$ cat src/rtl/steer_en_ctrl.sv
// Steering-enable controller: rider detect, balance timer, optional battery check.
// Define BATT_CHK_EN to enable the low-battery drop out of STEER.
module steer_en_ctrl #(
  parameter logic [12:0] MIN_RIDER_WT = 13'h0200,
  parameter logic [25:0] TMR_CYCLES   = 26'd67_108_864,
  parameter logic [11:0] BATT_THRESH  = 12'h800
) (
  input  logic        clk,
  input  logic        rst,
  input  logic [11:0] lft_ld,
  input  logic [11:0] rght_ld,
  input  logic [11:0] batt,
  output logic        en_steer,
  output logic        rider_off,
  output logic        batt_low
);

  typedef enum logic [1:0] {
    IDLE,
    WAIT,
    STEER
  } state_e;

  state_e      state_q, state_d;
  logic [25:0] tmr_q, tmr_d;
  logic [12:0] sum;
  logic [11:0] diff;
  logic [16:0] sum15;
  logic        wt_ok;
  logic        diff_gt_1_4;
  logic        diff_gt_15_16;
  logic        batt_chk;

  always_comb begin
    sum           = {1'b0, lft_ld} + {1'b0, rght_ld};
    diff          = (lft_ld >= rght_ld) ? (lft_ld - rght_ld)
                                        : (rght_ld - lft_ld);
    sum15         = {4'b0, sum} * 17'd15;
    wt_ok         = sum > MIN_RIDER_WT;
    diff_gt_1_4   = {1'b0, diff} > (sum >> 2);
    diff_gt_15_16 = {1'b0, diff} > sum15[16:4];
  end

`ifdef BATT_CHK_EN
  logic batt_low_q, batt_low_d;

  always_comb begin
    batt_low_d = batt < BATT_THRESH;
  end

  always_ff @(posedge clk) begin
    if (rst) batt_low_q <= 1'b0;
    else     batt_low_q <= batt_low_d;
  end

  assign batt_chk = batt_low_q;
  assign batt_low = batt_low_q;
`else
  // Battery input is kept on the port list but has no effect here.
  logic unused_batt;
  assign unused_batt = ^{batt, BATT_THRESH};
  assign batt_chk    = 1'b0;
  assign batt_low    = 1'b0;
`endif

  always_comb begin
    state_d = state_q;
    tmr_d   = tmr_q;
    unique case (state_q)
      IDLE: begin
        if (wt_ok) begin
          state_d = WAIT;
          tmr_d   = '0;
        end
      end
      WAIT: begin
        if (!wt_ok) begin
          state_d = IDLE;
          tmr_d   = '0;
        end else if (diff_gt_1_4 || batt_chk) begin
          tmr_d = '0;
        end else if (tmr_q == TMR_CYCLES - 26'd1) begin
          state_d = STEER;
          tmr_d   = '0;
        end else begin
          tmr_d = tmr_q + 26'd1;
        end
      end
      STEER: begin
        if (!wt_ok) begin
          state_d = IDLE;
          tmr_d   = '0;
        end else if (diff_gt_15_16 || batt_chk) begin
          state_d = WAIT;
          tmr_d   = '0;
        end
      end
      default: begin
        state_d = IDLE;
        tmr_d   = '0;
      end
    endcase
  end

  always_ff @(posedge clk) begin
    if (rst) begin
      state_q <= IDLE;
      tmr_q   <= '0;
    end else begin
      state_q <= state_d;
      tmr_q   <= tmr_d;
    end
  end

  assign en_steer  = (state_q == STEER);
  assign rider_off = (state_q == IDLE);

endmodule

$ cat config.mk
export PLATFORM = sky130hd
export DESIGN_NAME = steer_en_ctrl
export DESIGN_NICKNAME = d
export VERILOG_FILES = /design/src/rtl/steer_en_ctrl.sv
export SDC_FILE = /design/constraint.sdc
export NUM_CORES = 1
export LEC_CHECK = 0
export CAP_MARGIN = 20
export CORE_MARGIN = 5
export CORE_UTILIZATION = 60
export CTS_CLUSTER_DIAMETER = 150
export DETAILED_ROUTE_END_ITERATION = 12
export PLACE_DENSITY_LB_ADDON = 0.15
export REMOVE_ABC_BUFFERS = 1
export SYNTH_ARGS = -nofsm -noshare
export SYNTH_HDL_FRONTEND = slang
export SYNTH_SLANG_ARGS = --single-unit
$ cat constraint.sdc
create_clock -name clk -period 11.6 [get_ports clk]
set_input_delay 1.74 -clock clk [delete_from_list [all_inputs] [get_ports clk]]
set_output_delay 1.74 -clock clk [all_outputs]
set_load 0.05 [all_outputs]
==> impl_metrics.env <==
export IMPL_status="completed"
export IMPL_postCtsHoldBufs=0
export IMPL_syn_inst=644
export IMPL_max_freq_mhz=99.63
export IMPL_clk_pin_slew_ps=90
export IMPL_cts_root_buf="clkbuf_8"
export IMPL_h_tree_depth=1
export IMPL_place_gp_congestion=0.9479
export IMPL_start_util_pct=60.38
export IMPL_startpoint="lft_ld[1]"
export IMPL_io_buffer_count=27
export IMPL_synth_distinct_cells=78
export IMPL_yosys_warnings=0
export IMPL_clk_latency_ps=280
export IMPL_dr_pass1_iters=4
export IMPL_globalRouteOverflowTotal=0
export IMPL_finalCritPeriodShare_pct=86.53
export IMPL_fin_setup_tns_ps=0
export IMPL_fin_cells=761
export IMPL_slew_limit_headroom_pct=39.49
export IMPL_ant_nets=0
export IMPL_p_switching_w=0.0005813
export IMPL_critPathArrivalTime_ps=10250
export IMPL_rows=34
export IMPL_power_leakage_nw=2.397
export IMPL_hold_viol_final=0
export IMPL_cts_buffers=3
export IMPL_r2r_slack_ps=7700
export IMPL_seq_power_share_pct=8.7
export IMPL_cts_sinks=28
export IMPL_crit_type="in -> reg"
export IMPL_final_seq_area_um2=560.5
export IMPL_syn_area_per_cell_um2=8.057
export IMPL_grt_pass1_wl_um=19930
export IMPL_post_cts_buffers=0
export IMPL_pwr_share_clk_pct=4.6
export IMPL_clock_path_buffers=2
export IMPL_intPower_w=0.0005469
export IMPL_dp_cells=758
export IMPL_area_delta_synth_final_pct=6.390
export IMPL_dr_total_vias=4565
export IMPL_crit_path_end="tmr_q[25]$_SDFFE_PP0P_"
export IMPL_p_comb_share_pct=86.6
export IMPL_crit_reg2reg_launch="tmr_q[3]$_SDFFE_PP0P_"
export IMPL_worstPathMaxFanout=18
export IMPL_fin_crit_ps=10040
export IMPL_grt_usage_pct=22.80
export IMPL_critPathMaxStageDelay_ps=600
export IMPL_grt_pass1_vias=4327
export IMPL_power_density_nw_per_um2=204.4
export IMPL_grt_max_degree=22
export IMPL_ctsResizeCount=0
export IMPL_drtIter0Drc=212
export IMPL_slowest_stage="o21ai_4"
export IMPL_antenna_found_initial=0
export IMPL_slew_viol_final=0
export IMPL_r2r_cells=10
export IMPL_ys_seq_elements=28
export IMPL_dieHeight_um=103.0
export IMPL_synth_ff_type="dfxtp_1"
export IMPL_start_kind="input port"
export IMPL_core_area_um2=8593
export IMPL_r2r_end="tmr_q[22]$_SDFFE_PP0P_"
export IMPL_multi_input_area_um2=4220
export IMPL_yosysSeqAreaShare_pct=10.80
export IMPL_swShare_pct=51.52
export IMPL_finClkSkew_ps=5.356
export IMPL_critPathRequiredTime_ps=11810
export IMPL_drive_above_1_share_pct=5.207
export IMPL_min_path_type="reg -> reg"
export IMPL_tritoncts="done"
export IMPL_peakVddDrop_mv=0.2813
export IMPL_synth_edf_count=0
export IMPL_remaining_drc_errors=0
export IMPL_wirelength_um=11570
export IMPL_setup_viol=0
export IMPL_synthArstFlopShare_pct=0
export IMPL_n_fill_cell=764
export IMPL_num_io_pins=41
export IMPL_detail_route_vias_per_cell=5.999
export IMPL_cp_end_kind="flop"
export IMPL_wl_per_cell_um=15.20
export IMPL_dieArea_um2=10610
export IMPL_nNetsFinal=791
export IMPL_rsz0062_at_grt="false"
export IMPL_utilization_pct=64.24
export IMPL_synth_area_um2=5189
export IMPL_drv_cap=0
export IMPL_tightest_slew_ps=901.2
export IMPL_diodes=0
export IMPL_die_x_um=103.0
export IMPL_dp_hpwl_um=9523
==> cell families (layout without fill, tap and decap cells) <==
group	after synthesis	after routing	synth area share [%]
adders and majority gates	104	104	26.96
AOI/OAI and AO/OA	178	178	24.79
muxes	7	7	1.375
other	1	1	0.07227
and+or+nand+nor	183	183	19.85
buffers and inverters	98	107	7.861
DFF	28	28	10.80
xor gates and xnor gates	45	45	8.295
==> Yosys cell counts, drive strengths merged (12+ instances only) <==
cell | instances | area [um2]
xnor2 | 23 | 209.0
a21oi | 54 | 289.0
o31ai | 13 | 97.59
nand4 | 16 | 100.1
o21ai | 31 | 166.4
nor2b | 15 | 101.3
inv | 76 | 285.3
xor2 | 21 | 198.9
or4 | 13 | 108.9
nand2 | 32 | 120.1
nor2 | 39 | 148.9
a21o | 18 | 135.1
dfxtp | 28 | 560.5
buf | 12 | 85.07
fa | 15 | 300.3
ha | 83 | 1039
==> layer usage <==
layer	GRT usage, %	vias to the layer above	part of all wire, %
met5	0	-	0
met1	32.86	2121	51
met3	2.977	11	3.8
met2	37.49	97	45
met4	2.590	0	0.61
li1	-	2336	-
==> area by class of cell <==
type	instances	share of cell area, %
multi-input cells	518	76.45
flip-flops and latches	28	10.15
inverters	76	5.168
repair buffers	28	5.032
well taps	108	2.448
clock buffers	3	0.7480
==> worst min-delay path by stage <==
| stage | from | cells past startpoint | to |
|---|---|---|---|
| floorplan | tmr_q[20]$_SDFFE_PP0P_ | 2 | tmr_q[20]$_SDFFE_PP0P_ |
| global placement | tmr_q[20]$_SDFFE_PP0P_ | 2 | tmr_q[20]$_SDFFE_PP0P_ |
| detailed placement | tmr_q[20]$_SDFFE_PP0P_ | 2 | tmr_q[20]$_SDFFE_PP0P_ |
| CTS | tmr_q[20]$_SDFFE_PP0P_ | 2 | tmr_q[20]$_SDFFE_PP0P_ |
| global route | tmr_q[21]$_SDFFE_PP0P_ | 2 | tmr_q[21]$_SDFFE_PP0P_ |
| finish | tmr_q[20]$_SDFFE_PP0P_ | 2 | tmr_q[20]$_SDFFE_PP0P_ |
==> metrics by stage <==
stage / total power (W) / worst slack, ps / area [um2] / hold WS (ps)
final: 0.001128 / 1563 / 5520 / 490.7
after floorplan: 0.0008594 / 3142 / 5066 / 446.3
after global routing: 0.001268 / 947.8 / 5520 / 516.0
after CTS: 0.001121 / 1649 / 5520 / 492.3
after global placement: 0.001013 / 1709 / 5479 / 457.2
after detailed placement: 0.001059 / 1389 / 5479 / 478.3
==> state kept, by name (all words and copies together), names as in the netlist <==
name,count
tmr_q,26
state_q,2
==> placed cells by master, fill, tap and decap left out, types with 13 or more instances in the layout <==
cell type / n
fa_1: 15
o31ai_1: 13
a21oi_1: 49
xor2_1: 19
nand4_1: 16
dfxtp_1: 28
nor2b_1: 14
nand2_1: 32
clkdlybuf4s50_1: 27
o21ai_0: 28
inv_1: 76
nor2_1: 38
a21o_1: 18
xnor2_1: 22
ha_1: 83
==> power groups by stage <==
| stage | logic, W | registers (W) | clock network (W) |
|---|---|---|---|
| final | 0.000977 | 0.0000984 | 0.0000523 |
| after global routing | 0.00111 | 0.0000986 | 0.0000587 |
| after CTS | 0.000968 | 0.0000984 | 0.0000545 |
| after detailed placement | 0.000958 | 0.000101 | 0 |
| after global placement | 0.000912 | 0.000101 | 0 |
| after floorplan | 0.000759 | 0.000100 | 0 |
==> worst max-delay path: cells and delay by family <==
family | cells | cell delay, ps
buf+inv | 5 | 1190
fa+ha+maj | 5 | 1860
xor+xnor | 2 | 720
compound gates | 14 | 3670
simple gates | 6 | 1090
No activity file was read; power rests on OpenSTA's default activity.
